## src/rtl/axi4l_ram_responder_if.sv

```systemverilog
// Bus interfaces for the AXI4-Lite responder: the AXI4-Lite slave port and
// the simple request/valid RAM port.
interface AXI4bus #(
  parameter int DW = 32,
  parameter int AW = 32,
  parameter int SW = 4
);
  logic [AW-1:0] awaddr;
  logic          awvalid;
  logic          awready;
  logic [DW-1:0] wdata;
  logic [SW-1:0] wstrb;
  logic          wvalid;
  logic          wready;
  logic [1:0]    bresp;
  logic          bvalid;
  logic          bready;
  logic [AW-1:0] araddr;
  logic          arvalid;
  logic          arready;
  logic [DW-1:0] rdata;
  logic [1:0]    rresp;
  logic          rvalid;
  logic          rready;

  modport master (
    output awaddr, awvalid, wdata, wstrb, wvalid, bready, araddr, arvalid, rready,
    input  awready, wready, bresp, bvalid, arready, rdata, rresp, rvalid
  );
  modport slave (
    input  awaddr, awvalid, wdata, wstrb, wvalid, bready, araddr, arvalid, rready,
    output awready, wready, bresp, bvalid, arready, rdata, rresp, rvalid
  );
endinterface

interface RAMbus #(
  parameter int DW = 32,
  parameter int AW = 32,
  parameter int SW = 4
);
  logic          req;
  logic          we;
  logic [SW-1:0] be;
  logic [AW-1:0] addr;
  logic [DW-1:0] wdata;
  logic          rvalid;
  logic [DW-1:0] rdata;

  modport master (
    output req, we, be, addr, wdata,
    input  rvalid, rdata
  );
  modport slave (
    input  req, we, be, addr, wdata,
    output rvalid, rdata
  );
endinterface

```

## src/rtl/axi4l_ram_responder.sv

```systemverilog
// AXI4-Lite responder that turns each accepted read or write into a single
// RAM request, one transaction in flight, with decode errors and a RAM timeout.
module axi4l_ram_responder #(
  parameter int            DW        = 32,
  parameter int            AW        = 32,
  parameter int            SW        = 4,
  parameter logic [AW-1:0] ADDR_BASE = 'h1000,
  parameter logic [AW-1:0] ADDR_SIZE = 'h1000,
  parameter int            TIMEOUT   = 16
) (
  input  logic   clk_i,
  input  logic   rst_ni,
  AXI4bus.slave  s_axi,
  RAMbus.master  ram
);
  localparam int         CW     = $clog2(TIMEOUT + 1);
  localparam logic [1:0] OKAY   = 2'b00;
  localparam logic [1:0] SLVERR = 2'b10;

  typedef enum logic [2:0] {IDLE, W_WAIT, W_RESP, R_WAIT, R_RESP} state_t;

  state_t        state_reg, state_next;
  logic [CW-1:0] cnt_reg;
  logic          last_rd_reg;
  logic          req_reg, we_reg;
  logic [SW-1:0] be_reg;
  logic [AW-1:0] addr_reg;
  logic [DW-1:0] wdata_reg, rdata_reg;
  logic [1:0]    bresp_reg, rresp_reg;

  logic          in_idle, wr_cand, rd_cand, wr_go, rd_go;
  logic          wr_hit, rd_hit, timed_out;
  logic [AW-1:0] wr_off, rd_off;

  assign in_idle = (state_reg == IDLE);
  assign wr_cand = s_axi.awvalid & s_axi.wvalid;
  assign rd_cand = s_axi.arvalid;
  // Round-robin: a contested cycle goes to whichever side was not served last.
  assign wr_go   = in_idle & rst_ni & wr_cand & (~rd_cand | last_rd_reg);
  assign rd_go   = in_idle & rst_ni & rd_cand & ~(wr_cand & last_rd_reg);

  assign wr_off    = s_axi.awaddr - ADDR_BASE;
  assign rd_off    = s_axi.araddr - ADDR_BASE;
  assign wr_hit    = (s_axi.awaddr >= ADDR_BASE) && (wr_off < ADDR_SIZE);
  assign rd_hit    = (s_axi.araddr >= ADDR_BASE) && (rd_off < ADDR_SIZE);
  assign timed_out = (cnt_reg == CW'(TIMEOUT));

  always_ff @(posedge clk_i or negedge rst_ni) begin
    if (!rst_ni) state_reg <= IDLE;
    else         state_reg <= state_next;
  end

  always_comb begin
    state_next = state_reg;
    unique case (state_reg)
      IDLE: begin
        if (wr_go)      state_next = wr_hit ? W_WAIT : W_RESP;
        else if (rd_go) state_next = rd_hit ? R_WAIT : R_RESP;
      end
      W_WAIT:  if (ram.rvalid || timed_out) state_next = W_RESP;
      W_RESP:  if (s_axi.bready)            state_next = IDLE;
      R_WAIT:  if (ram.rvalid || timed_out) state_next = R_RESP;
      R_RESP:  if (s_axi.rready)            state_next = IDLE;
      default: state_next = IDLE;
    endcase
  end

  always_comb begin
    s_axi.awready = wr_go;
    s_axi.wready  = wr_go;
    s_axi.arready = rd_go;
    s_axi.bvalid  = (state_reg == W_RESP);
    s_axi.rvalid  = (state_reg == R_RESP);
  end

  always_ff @(posedge clk_i or negedge rst_ni) begin
    if (!rst_ni) begin
      cnt_reg     <= '0;
      last_rd_reg <= 1'b1;
      req_reg     <= 1'b0;
      we_reg      <= 1'b0;
      be_reg      <= '0;
      addr_reg    <= '0;
      wdata_reg   <= '0;
      rdata_reg   <= '0;
      bresp_reg   <= OKAY;
      rresp_reg   <= OKAY;
    end else begin
      req_reg <= 1'b0;
      if (state_reg == W_WAIT || state_reg == R_WAIT) cnt_reg <= cnt_reg + 1'b1;

      if (wr_go) begin
        last_rd_reg <= 1'b0;
        if (wr_hit) begin
          req_reg   <= 1'b1;
          we_reg    <= 1'b1;
          be_reg    <= s_axi.wstrb;
          addr_reg  <= wr_off & ~AW'(3);
          wdata_reg <= s_axi.wdata;
          cnt_reg   <= '0;
        end else begin
          bresp_reg <= SLVERR;
        end
      end else if (rd_go) begin
        last_rd_reg <= 1'b1;
        if (rd_hit) begin
          req_reg  <= 1'b1;
          we_reg   <= 1'b0;
          be_reg   <= '1;
          addr_reg <= rd_off & ~AW'(3);
          cnt_reg  <= '0;
        end else begin
          rresp_reg <= SLVERR;
          rdata_reg <= '0;
        end
      end

      // rvalid is only meaningful while waiting; a late one elsewhere is dropped.
      if (state_reg == W_WAIT) begin
        if (ram.rvalid)     bresp_reg <= OKAY;
        else if (timed_out) bresp_reg <= SLVERR;
      end
      if (state_reg == R_WAIT) begin
        if (ram.rvalid) begin
          rdata_reg <= ram.rdata;
          rresp_reg <= OKAY;
        end else if (timed_out) begin
          rdata_reg <= '0;
          rresp_reg <= SLVERR;
        end
      end
    end
  end

  assign s_axi.bresp = bresp_reg;
  assign s_axi.rresp = rresp_reg;
  assign s_axi.rdata = rdata_reg;
  assign ram.req     = req_reg;
  assign ram.we      = we_reg;
  assign ram.be      = be_reg;
  assign ram.addr    = addr_reg;
  assign ram.wdata   = wdata_reg;
endmodule

```

## src/flat_wrapper.sv

```systemverilog
// flat-port wrapper written by rule: the top's interface ports become plain ports
module axi4l_ram_responder_flat 
#(
  parameter int            DW        = 32,
  parameter int            AW        = 32,
  parameter int            SW        = 4,
  parameter logic [AW-1:0] ADDR_BASE = 'h1000,
  parameter logic [AW-1:0] ADDR_SIZE = 'h1000,
  parameter int            TIMEOUT   = 16
)
  (clk_i, rst_ni, s_axi_awaddr, s_axi_awvalid, s_axi_wdata, s_axi_wstrb, s_axi_wvalid, s_axi_bready, s_axi_araddr, s_axi_arvalid, s_axi_rready, s_axi_awready, s_axi_wready, s_axi_bresp, s_axi_bvalid, s_axi_arready, s_axi_rdata, s_axi_rresp, s_axi_rvalid, ram_req, ram_we, ram_be, ram_addr, ram_wdata, ram_rvalid, ram_rdata);
  AXI4bus #(.DW(DW), .AW(AW), .SW(SW)) s_axi_i ();
  RAMbus #(.DW(DW), .AW(AW), .SW(SW)) ram_i ();
  input  logic clk_i;
  input  logic rst_ni;
  input wire logic [$bits(s_axi_i.awaddr)-1:0] s_axi_awaddr;
  input wire logic [$bits(s_axi_i.awvalid)-1:0] s_axi_awvalid;
  input wire logic [$bits(s_axi_i.wdata)-1:0] s_axi_wdata;
  input wire logic [$bits(s_axi_i.wstrb)-1:0] s_axi_wstrb;
  input wire logic [$bits(s_axi_i.wvalid)-1:0] s_axi_wvalid;
  input wire logic [$bits(s_axi_i.bready)-1:0] s_axi_bready;
  input wire logic [$bits(s_axi_i.araddr)-1:0] s_axi_araddr;
  input wire logic [$bits(s_axi_i.arvalid)-1:0] s_axi_arvalid;
  input wire logic [$bits(s_axi_i.rready)-1:0] s_axi_rready;
  output wire logic [$bits(s_axi_i.awready)-1:0] s_axi_awready;
  output wire logic [$bits(s_axi_i.wready)-1:0] s_axi_wready;
  output wire logic [$bits(s_axi_i.bresp)-1:0] s_axi_bresp;
  output wire logic [$bits(s_axi_i.bvalid)-1:0] s_axi_bvalid;
  output wire logic [$bits(s_axi_i.arready)-1:0] s_axi_arready;
  output wire logic [$bits(s_axi_i.rdata)-1:0] s_axi_rdata;
  output wire logic [$bits(s_axi_i.rresp)-1:0] s_axi_rresp;
  output wire logic [$bits(s_axi_i.rvalid)-1:0] s_axi_rvalid;
  output wire logic [$bits(ram_i.req)-1:0] ram_req;
  output wire logic [$bits(ram_i.we)-1:0] ram_we;
  output wire logic [$bits(ram_i.be)-1:0] ram_be;
  output wire logic [$bits(ram_i.addr)-1:0] ram_addr;
  output wire logic [$bits(ram_i.wdata)-1:0] ram_wdata;
  input wire logic [$bits(ram_i.rvalid)-1:0] ram_rvalid;
  input wire logic [$bits(ram_i.rdata)-1:0] ram_rdata;
  assign s_axi_i.awaddr = s_axi_awaddr;
  assign s_axi_i.awvalid = s_axi_awvalid;
  assign s_axi_i.wdata = s_axi_wdata;
  assign s_axi_i.wstrb = s_axi_wstrb;
  assign s_axi_i.wvalid = s_axi_wvalid;
  assign s_axi_i.bready = s_axi_bready;
  assign s_axi_i.araddr = s_axi_araddr;
  assign s_axi_i.arvalid = s_axi_arvalid;
  assign s_axi_i.rready = s_axi_rready;
  assign s_axi_awready = s_axi_i.awready;
  assign s_axi_wready = s_axi_i.wready;
  assign s_axi_bresp = s_axi_i.bresp;
  assign s_axi_bvalid = s_axi_i.bvalid;
  assign s_axi_arready = s_axi_i.arready;
  assign s_axi_rdata = s_axi_i.rdata;
  assign s_axi_rresp = s_axi_i.rresp;
  assign s_axi_rvalid = s_axi_i.rvalid;
  assign ram_req = ram_i.req;
  assign ram_we = ram_i.we;
  assign ram_be = ram_i.be;
  assign ram_addr = ram_i.addr;
  assign ram_wdata = ram_i.wdata;
  assign ram_i.rvalid = ram_rvalid;
  assign ram_i.rdata = ram_rdata;
  axi4l_ram_responder #(.DW(DW), .AW(AW), .SW(SW), .ADDR_BASE(ADDR_BASE), .ADDR_SIZE(ADDR_SIZE), .TIMEOUT(TIMEOUT)) u_core (.clk_i(clk_i), .rst_ni(rst_ni), .s_axi(s_axi_i), .ram(ram_i));
endmodule
```

## config.mk

```make
export PLATFORM = sky130hd
export DESIGN_NAME = axi4l_ram_responder_flat
export DESIGN_NICKNAME = d
export VERILOG_FILES = /design/src/rtl/axi4l_ram_responder_if.sv /design/src/rtl/axi4l_ram_responder.sv /design/src/flat_wrapper.sv
export SDC_FILE = /design/constraint.sdc
export NUM_CORES = 1
export LEC_CHECK = 0
export ABC_AREA = 0
export BUFFER_PORTS_ARGS = -buffer_cell sky130_fd_sc_hd__buf_2
export CORE_ASPECT_RATIO = 1.4
export CORE_UTILIZATION = 42
export DETAILED_ROUTE_END_ITERATION = 6
export PLACE_DENSITY = 0.77
export RECOVER_POWER = 100
export SLEW_MARGIN = 0
export SYNTH_ARGS = -nofsm -noshare
export SYNTH_HDL_FRONTEND = slang
export SYNTH_SLANG_ARGS = --single-unit
```

## constraint.sdc

```tcl
create_clock -name clk_i -period 2.6 [get_ports clk_i]
set_clock_uncertainty 0.2 [all_clocks]
set_input_delay 0.26 -clock clk_i [delete_from_list [all_inputs] [get_ports clk_i]]
set_output_delay 0.26 -clock clk_i [all_outputs]
set_load 0.005 [all_outputs]
```

==> results of run 1 <==
-- cell type report --
type	instances	area, µm²	area share
Sequential cell	113	2829	0.3474
Tap cell	147	183.9	0.02258
Clock inverter	9	82.58	0.01014
Inverter	13	61.31	0.007528
Multi-Input combinational cell	270	2133	0.2619
Clock buffer	22	484.2	0.05946
Timing Repair Buffer	380	2370	0.2910
-- layer usage --
layer,vias to the layer above,part of all wire,wire (µm),track usage
met5,-,0,0,0
met4,0,0.036,562,0.1229
met3,49,0.052,818,0.06055
met2,227,0.54,8521,0.4700
met1,2424,0.37,5786,0.2596
li1,2303,-,-,-
-- power groups by stage --
| stage | logic [mW] | clock network, mW | registers (mW) |
|---|---|---|---|
| floorplan | 0.135 | 0 | 1.82 |
| global placement | 0.377 | 0 | 1.82 |
| detailed placement | 0.393 | 0 | 1.82 |
| CTS | 0.498 | 2.20 | 1.79 |
| global route | 0.546 | 2.29 | 1.80 |
| finish | 0.504 | 2.17 | 1.79 |
-- cell families (layout without fill, tap and decap cells) --
| group | after synthesis | after routing | share of synthesized area |
|---|---|---|---|
| and+or+nand+nor | 120 | 120 | 0.1390 |
| DFF | 113 | 113 | 0.5583 |
| AOI/OAI and AO/OA | 84 | 84 | 0.1222 |
| muxes | 51 | 51 | 0.1119 |
| buffers and inverters | 39 | 424 | 0.04025 |
| adders and majority gates | 7 | 7 | 0.01728 |
| xor gates and xnor gates | 6 | 6 | 0.01037 |
| other | 1 | 2 | 0.0007400 |
-- worst max-delay path, cell delays in order, from the launching register on --
cell      delay (ps)
dfrtp_1          410
nor4b_4          340
nand3_2          140
a21oi_4          160
o211ai_1         100
or4_4            460
and2_4           210
clkinv_8          80
mux2_4           300
-- path summary, 6_finish.rpt --
kind | slack (ps) | end | from | cells past startpoint
setup / recovery | 90 | u_core.ram.addr[2] | u_core.state_reg[2] | 8
hold / removal | -20 | u_core.ram.addr[8] | s_axi_awaddr[8] | 3
setup reg to reg | 90 | u_core.ram.addr[2] | u_core.state_reg[2] | 8
hold reg to reg | 290 | u_core.ram.be[0] | u_core.ram.be[0] | 1
max in group asynchronous | 280 | u_core.ram.req | rst_ni | 4
min in group asynchronous | 470 | u_core.cnt_reg[2] | rst_ni | 3
-- layout by cell type (no fill, tap or decap), drive strengths merged, types with 10 or more instances in the layout --
cell type,instances
buf,233
and3,21
clkbuf,91
nor4,10
a22o,32
nor2,16
a21oi,13
mux2,45
inv,12
o21ai,13
nand3,11
nand2,20
dfrtp,112
dlygate4sd3,77
-- metrics by stage --
stage | setup TNS [ps] | power [mW] | hold slack [ps] | cells | area (µm²)
3_3_place_gp | -16640 | 2.200 | 238.6 | 845 | 6869
2_1_floorplan | -895.7 | 1.958 | -235.6 | 422 | 5160
6_report | 0 | 4.472 | -18.24 | 954 | 8144
4_1_cts | 0 | 4.493 | 0.4623 | 954 | 8217
3_5_place_dp | -27070 | 2.218 | 247.2 | 845 | 6869
5_1_grt | -496.2 | 4.629 | 20.31 | 954 | 8144
-- what timing repair did --
action,in CTS,in global routing
hold buffers,78,0
setup endpoints to repair,0,73
hold endpoints to repair,130,0
gates resized for setup,0,5
==> impl_metrics.py, run 1 <==
metrics = {
    "critical_path": {
        "worst-path-max-fanout": 8,
        "cp_data_arrival_time_ps": 2590,
        "required_ps": 2680,
        "worstSetupPathType": "flip-flop to flip-flop",
        "end_kind": "flip-flop",
        "worst_setup_path_start_kind": "flip-flop",
    },
    "yosys": {
        "yosysMostFrequentCell": "dfrtp_1",
        "yosysSeqAreaShare": 0.5583,
        "synth_ff_type": "dfrtp_1",
        "syn-cell-area_um2": 5067,
        "synth_cell_types": 60,
        "synthArstFlopShare": 1.000,
        "ys_warn_count": 0,
        "yosys.area.top_type_share": 0.5531,
        "syn-mean-instance-area_um2": 12.04,
        "synth_edf_count": 0,
        "synth_seq_cells": 113,
        "postSynthCellCount": 421,
        "synthTopCellsByArea": "dfrtp_1 55%, mux2_2 8.4%, a22o_1 5.5%, and3_1 2.6%, ha_1 1.7%",
        "synthTopCellsByCount": "112 x dfrtp_1, 38 x mux2_2, 32 x a22o_1, 21 x and3_1, 20 x nand2_1",
        "synth_top_area_cell": "dfrtp_1",
    },
    "global_route": {
        "gr-total-overflow": 0,
        "grt_pass1_wl_um": 24830,
        "grt_start_max_net_pins": 62,
        "grt_pass1_vias": 5261,
        "antenna_found_initial": 0,
        "track_usage": 0.2544,
    },
    "clock_network": {
        "cts_made_buffers": 17,
        "htreeDepth": 4,
        "clockBufferDepth": 2,
        "clk_pin_slew_ps": 50,
        "clk_latency_ps": 400,
        "clock_sinks": 113,
        "post_cts_buffers": 0,
        "cts_tree": "built",
        "cts-root-buf": "clkbuf_16",
    },
    "timing": {
        "period_needed_ps": 2512,
        "worst_pin_slew_ps": 1400,
        "holdWs_ps": -18.24,
        "slew_headroom": 0.06681,
        "hold_viol": 1,
        "setup_violations": 0,
        "finalCritPeriodShare": 0.9660,
        "rsz0062_at_grt": "true",
        "slew_violations": 0,
        "max_clock_freq_ghz": 0.3982,
        "postLayoutSetupSlackWorst_ps": 88.45,
    },
    "place": {
        "place_ws_ps": -342.9,
        "dp_hpwl_um": 10550,
        "globalplace.congestion": 0.8384,
        "io_buffers": 246,
    },
    "route": {
        "routed_wl_um": 15690,
        "drtAntennaViolNets": 0,
        "drc": 0,
        "num_vias": 5003,
        "drtIter0Drc": 187,
        "first_pass_iters": 4,
        "routedWlPerCell_um": 16.44,
        "vias_per_cell": 5.244,
    },
    "floorplan": {
        "fp.coreArea_um2": 11760,
        "rows": 47,
        "die_w_um": 94.83,
        "dieArea_um2": 12510,
        "io_pins": 251,
        "initial_utilization": 0.4309,
        "dieHeight_um": 132.0,
    },
    "power": {
        "pwr-share-clk": 0.486,
        "ir_drop_mv": 0.3144,
        "p_comb_frac": 0.113,
        "p_switching_mw": 1.013,
        "p_sw_frac": 0.2266,
        "power.internal_mw": 3.459,
        "seqPwrFrac": 0.401,
        "powerDensity_nw_per_um2": 549.1,
        "p_leak_nw": 4.192,
    },
    "layout": {
        "post-route-util": 0.6924,
        "diodes": 0,
        "drive_gt1_frac": 0.4064,
        "synthToLayoutAreaGrowth_pct": 60.72,
        "nFillCells": 884,
        "final_nets": 942,
    },
    "flow_run": {
        "cap_viol_max_count": 0,
    },
    "status": {
        "status": "complete, but fails checks",
        "violations": "negative hold slack",
    },
    "hold_path": {
        "hold_path_class": "primary input to flip-flop",
    },
}
No activity file was read; power rests on OpenSTA's default activity.
==> run 2: changes to the inputs <==
==> constraint.sdc (replaced) <==
create_clock -name clk_i -period 2.6 [get_ports clk_i]
set_clock_uncertainty 0.2 [all_clocks]
set_input_delay 0 -clock clk_i [delete_from_list [all_inputs] [get_ports clk_i]]
set_output_delay 0 -clock clk_i [all_outputs]
set_load 0.005 [all_outputs]
==> impl_metrics.py, run 2 (same netlist as run 1, synthesis figures left out) <==
metrics = {
    "status": {
        "status": "finished, final reports clean",
    },
    "timing": {
        "slew_headroom": 0.2440,
        "hold_viol": 0,
        "setup-tns-final_ps": 0,
        "period_needed_ps": 2571,
        "max_clock_freq_ghz": 0.3889,
        "worst_pin_slew_ps": 1134,
        "slew_violations": 0,
        "finalCritPeriodShare": 0.9889,
        "setup_violations": 0,
    },
    "route": {
        "vias_per_cell": 5.226,
        "dr_wl_met3_um": 776,
        "routedWlPerCell_um": 16.82,
        "wl_met2_um": 8807,
        "routed_wl_um": 16060,
        "top_layer_used": "met4",
        "drtIter0Drc": 180,
        "drtAntennaViolNets": 0,
        "wl_met1_um": 5798,
        "num_vias": 4991,
        "first_pass_iters": 4,
        "drc": 0,
    },
    "global_route": {
        "gr-total-overflow": 0,
        "track_usage": 0.2576,
        "antenna_found_initial": 0,
        "grt_pass1_wl_um": 24860,
        "grt_start_max_net_pins": 70,
        "grt_pass1_vias": 5171,
    },
    "floorplan": {
        "initial_utilization": 0.4309,
        "die_w_um": 94.83,
        "rows": 47,
        "io_pins": 251,
        "dieArea_um2": 12510,
        "dieHeight_um": 132.0,
        "fp.coreArea_um2": 11760,
    },
    "clock_network": {
        "htreeDepth": 4,
        "clk_latency_ps": 400,
        "clock_sinks": 113,
        "cts_made_buffers": 17,
        "clockBufferDepth": 2,
        "clk_pin_slew_ps": 50,
        "cts_tree": "built",
        "cts-root-buf": "clkbuf_16",
    },
    "layout": {
        "final_cells": 955,
        "seq_area_um2": 2829,
        "nFillCells": 878,
        "final_nets": 942,
        "multiInputGateArea_um2": 2117,
        "layout_commonest_cell": "buf_2",
        "drive_gt1_frac": 0.3725,
        "final_cell_mix": "178 x buf_2, 112 x dfrtp_1, 99 x dlygate4sd3_1, 71 x clkbuf_1, 38 x mux2_2",
        "post-route-util": 0.6979,
        "synthToLayoutAreaGrowth_pct": 61.98,
        "diodes": 0,
    },
    "power": {
        "p_total_mw": 4.541,
        "ir_drop_mv": 0.3201,
        "p_leak_nw": 4.187,
        "powerDensity_nw_per_um2": 553.2,
    },
    "critical_path": {
        "worstReg2RegEnd": "u_core.ram.addr[3]",
        "reg2reg_slack_ps": 100,
        "worst_setup_path_start_kind": "primary input",
        "required_ps": 2680,
        "worst-path-max-fanout": 8,
        "crit_start": "s_axi_araddr[26]",
        "ff2ff_path_depth": 8,
        "r2r_start": "u_core.state_reg[1]",
        "worstSetupPathType": "primary input to flip-flop",
        "end_kind": "flip-flop",
        "cp_data_arrival_time_ps": 2650,
    },
    "hold_path": {
        "hold_path_class": "primary input to flip-flop",
        "worstHoldStart": "s_axi_awaddr[30]",
        "holdPathStages": 6,
        "hold_end": "u_core.s_axi.bresp[0]",
    },
    "flow_run": {
        "cap_viol_max_count": 0,
    },
    "place": {
        "dp.cells": 821,
        "dp_hpwl_um": 10230,
        "io_buffers": 246,
        "globalplace.congestion": 0.8649,
    },
}
## run 2: cell count changes in the layout (fill, tap and decap cells not counted), sizes merged
cell           previous run  this run
clkdlybuf4s25             1         0
clkinvlp                  2         4
clkinv                    7         5
dlygate4sd3              77        99
buf                     233       211
clkbuf                   91        92
bufinv                    1         2
## run 2: area by class of cell
class,count,share of cell area
inverters,13,0.007470
clock buffers,22,0.05655
repair buffers,380,0.2976
flip-flops and latches,113,0.3447
well taps,147,0.02241
multi-input cells,270,0.2579
clock inverters,10,0.01341
## run 2: through the flow
stage / setup WS, ps / hold WS, ps / instance area, µm²
3_5_place_dp: -48.39 / -51.33 / 6626
2_1_floorplan: -134.9 / -495.6 / 5109
3_3_place_gp: -21.19 / -69.09 / 6626
4_1_cts: 35.48 / 0.7562 / 8192
6_report: 28.74 / 20.91 / 8208
5_1_grt: -15.00 / 21.10 / 8208
## run 2: worst max path at each step
stage / slack [ps] / end / cells past startpoint
4_1_cts: 40 / u_core.ram.addr[4] / 9
5_1_grt: -20 / u_core.s_axi.rdata[17] / 9
6_report: 30 / u_core.ram.addr[3] / 9
3_5_place_dp: -50 / u_core.ram.addr[4] / 11
2_1_floorplan: -130 / u_core.ram.addr[13] / 11
3_3_place_gp: -20 / u_core.ram.addr[3] / 10
## run 2: per-layer routing
| layer | vias up | track usage |
|---|---|---|
| li1 | 2301 | - |
| met1 | 2416 | 0.2668 |
| met2 | 219 | 0.4696 |
| met3 | 55 | 0.06401 |
| met4 | 0 | 0.1254 |
| met5 | - | 0 |
## run 2: where the power goes
| part | leakage, nW | switching, mW | internal (mW) |
|---|---|---|---|
| clock | 0.272 | 0.771 | 1.45 |
| sequential | 1.54 | 0.0145 | 1.78 |
| combinational | 2.38 | 0.234 | 0.289 |
## run 2: repair_timing
action | 4_1_cts | 5_1_grt
hold endpoints to repair | 130 | 1
resized for setup | 0 | 14
endpoints found under the setup margin | 0 | 91
setup buffers | 0 | 0
hold buffers | 99 | 1
## run 2: critical path: stages
cell and delay (ps):
dlygate4sd3_1 540, buf_2 140, or4_4 490, nor4_4 180, a31oi_2 140, or4_4 560, and2_4 200, clkinv_8 70
mux2_1 320
==> run 3: changes to the inputs <==
==> constraint.sdc (replaced) <==
create_clock -name clk_i -period 2.6 [get_ports clk_i]
set_clock_uncertainty 0.2 [all_clocks]
set_input_delay 0.52 -clock clk_i [delete_from_list [all_inputs] [get_ports clk_i]]
set_output_delay 0.52 -clock clk_i [all_outputs]
set_load 0.005 [all_outputs]
==> impl_metrics.py, run 3 (same netlist as run 1, synthesis figures left out) <==
metrics = {
    "status": {
        "status": "complete, but fails checks",
        "violations": "negative setup slack",
    },
    "floorplan": {
        "fp.coreArea_um2": 11760,
        "io_pins": 251,
        "initial_utilization": 0.4309,
        "dieArea_um2": 12510,
        "die_w_um": 94.83,
        "rows": 47,
        "dieHeight_um": 132.0,
    },
    "layout": {
        "layout_commonest_cell": "buf_2",
        "stdcell_area_um2": 7770,
        "final_cell_mix": "177 x buf_2, 112 x dfrtp_1, 64 x clkbuf_1, 55 x buf_4, 38 x mux2_2",
        "final_cells": 889,
        "final_nets": 876,
        "diodes": 0,
        "drive_gt1_frac": 0.4892,
        "nFillCells": 945,
        "synthToLayoutAreaGrowth_pct": 53.33,
    },
    "clock_network": {
        "hold_buffers": 0,
        "htreeDepth": 4,
        "clk_pin_slew_ps": 60,
        "clk_latency_ps": 400,
        "clockBufferDepth": 2,
        "clock_sinks": 113,
        "cts_made_buffers": 17,
        "cts-root-buf": "clkbuf_16",
        "cts_tree": "built",
    },
    "route": {
        "first_pass_iters": 4,
        "routedWlPerCell_um": 16.82,
        "drtAntennaViolNets": 0,
        "routed_wl_um": 14960,
        "drtIter0Drc": 204,
        "vias_per_cell": 5.270,
        "num_vias": 4685,
        "drc": 0,
    },
    "place": {
        "dp.cells": 846,
        "globalplace.congestion": 0.9131,
        "io_buffers": 246,
        "placed_cell_area_um2": 6912,
        "dp_hpwl_um": 10500,
    },
    "global_route": {
        "grt_pass1_wl_um": 22180,
        "gr-total-overflow": 0,
        "antenna_found_initial": 0,
        "grt_start_max_net_pins": 62,
        "grt_pass1_vias": 4799,
        "track_usage": 0.2279,
    },
    "critical_path": {
        "cpPeakStageDelay_ps": 550,
        "r2r_start": "u_core.state_reg[0]",
        "worstReg2RegEnd": "u_core.ram.addr[6]",
        "critPathBufInv": 2,
        "worstSetupPathType": "flip-flop to flip-flop",
        "end_kind": "flip-flop",
        "crit_start": "u_core.state_reg[0]",
        "worst_setup_path_start_kind": "flip-flop",
        "cp_data_arrival_time_ps": 2740,
        "path_delay_family": "simple AND/OR/NAND/NOR gates",
        "reg2reg_slack_ps": -60,
        "worstPathCellList": "nor4b_4 -> buf_4 -> nand3_4 -> a21oi_4 -> o211ai_1 -> or4_4 -> and2_4 -> clkinv_8 -> mux2_4",
        "ff2ff_path_depth": 9,
        "slowest_stage": "or4_4",
        "required_ps": 2680,
        "worst-path-max-fanout": 8,
    },
    "timing": {
        "rsz0062_at_grt": "true",
        "setup_violations": 72,
        "worst_pin_slew_ps": 1336,
        "period_needed_ps": 2656,
        "postLayoutSetupSlackWorst_ps": -56.38,
        "hold_viol": 0,
        "setup-tns-final_ps": -2050,
        "finalCritPeriodShare": 1.022,
        "slew_headroom": 0.1093,
        "slew_violations": 0,
        "max_clock_freq_ghz": 0.3765,
    },
    "power": {
        "ir_drop_mv": 0.3217,
        "powerDensity_nw_per_um2": 602.9,
        "p_leak_nw": 4.040,
    },
    "hold_path": {
        "holdPathStages": 2,
        "hold_end": "u_core.state_reg[2]",
        "hold_path_class": "primary input to flip-flop",
        "worstHoldStart": "s_axi_rready",
    },
    "flow_run": {
        "cap_viol_max_count": 0,
    },
}
run 3: cell types whose count changed in the layout (fill, tap and decap cells not counted), moves of 5 or more:
cell           change
o21ai_0            -5
o21ai_1            +5
dlygate4sd3_1     -99
mux2_1             -5
buf_4             +29
clkbuf_1           -7
mux2_4             +5
run 3: how the worst max path moves through the flow:
stage	slack, ps	depth (start not counted)	end
6_report	-60	9	u_core.ram.addr[6]
5_1_grt	-130	8	u_core.ram.wdata[23]
4_1_cts	-70	9	u_core.ram.addr[7]
2_1_floorplan	-340	10	u_core.ram.addr[13]
3_5_place_dp	-510	10	u_core.ram.addr[13]
3_3_place_gp	-480	10	u_core.ram.addr[4]
run 3: layer usage:
layer / share of wire / wire length [µm] / track usage / vias up
li1: - / - / - / 2174
met1: 0.37 / 5543 / 0.2371 / 2262
met2: 0.54 / 8144 / 0.4101 / 200
met3: 0.045 / 671 / 0.04556 / 49
met4: 0.040 / 597 / 0.1364 / 0
met5: 0 / 0 / 0 / -
run 3: timing repair:
action / CTS / global route
gates resized for setup: 6 / 32
setup endpoints to repair: 56 / 109
gates cloned: 0 / 5
setup buffers: 3 / 3
pin swaps: 3 / 35
run 3: where the power goes:
group | total [mW] | internal [mW] | leakage [nW] | switching, mW
Sequential | 1.80 | 1.78 | 1.54 | 0.0166
Clock | 2.39 | 1.54 | 0.294 | 0.845
Combinational | 0.499 | 0.255 | 2.21 | 0.244
run 3: worst reg2reg max path: cells and delay by family (launching register included):
| family | cells | cell delay [ps] |
|---|---|---|
| simple gates | 4 | 1110 |
| flops | 1 | 410 |
| mux | 1 | 300 |
| compound gates | 2 | 260 |
| buf+inv | 2 | 250 |
run 3: layout make-up:
class / count / area (µm²) / share of cell area
multi-input combinational: 270 / 2251 / 0.2897
clock buffer: 18 / 439.2 / 0.05652
timing repair buffer: 314 / 1824 / 0.2348
inverter: 13 / 63.81 / 0.008213
sequential: 113 / 2829 / 0.3641
clock inverter: 14 / 178.9 / 0.02303
tap: 147 / 183.9 / 0.02367
run 3: per-stage QoR:
step	utilization	worst slack (ps)	power, mW	hold WS (ps)
2_1_floorplan	-	-340.1	1.955	24.41
6_report	0.6606	-56.38	4.685	113.9
5_1_grt	0.6606	-132.1	4.858	100.1
3_3_place_gp	0.5877	-476.3	2.203	258.7
3_5_place_dp	0.5877	-512.4	2.221	269.6
4_1_cts	0.6450	-66.81	4.634	75.55
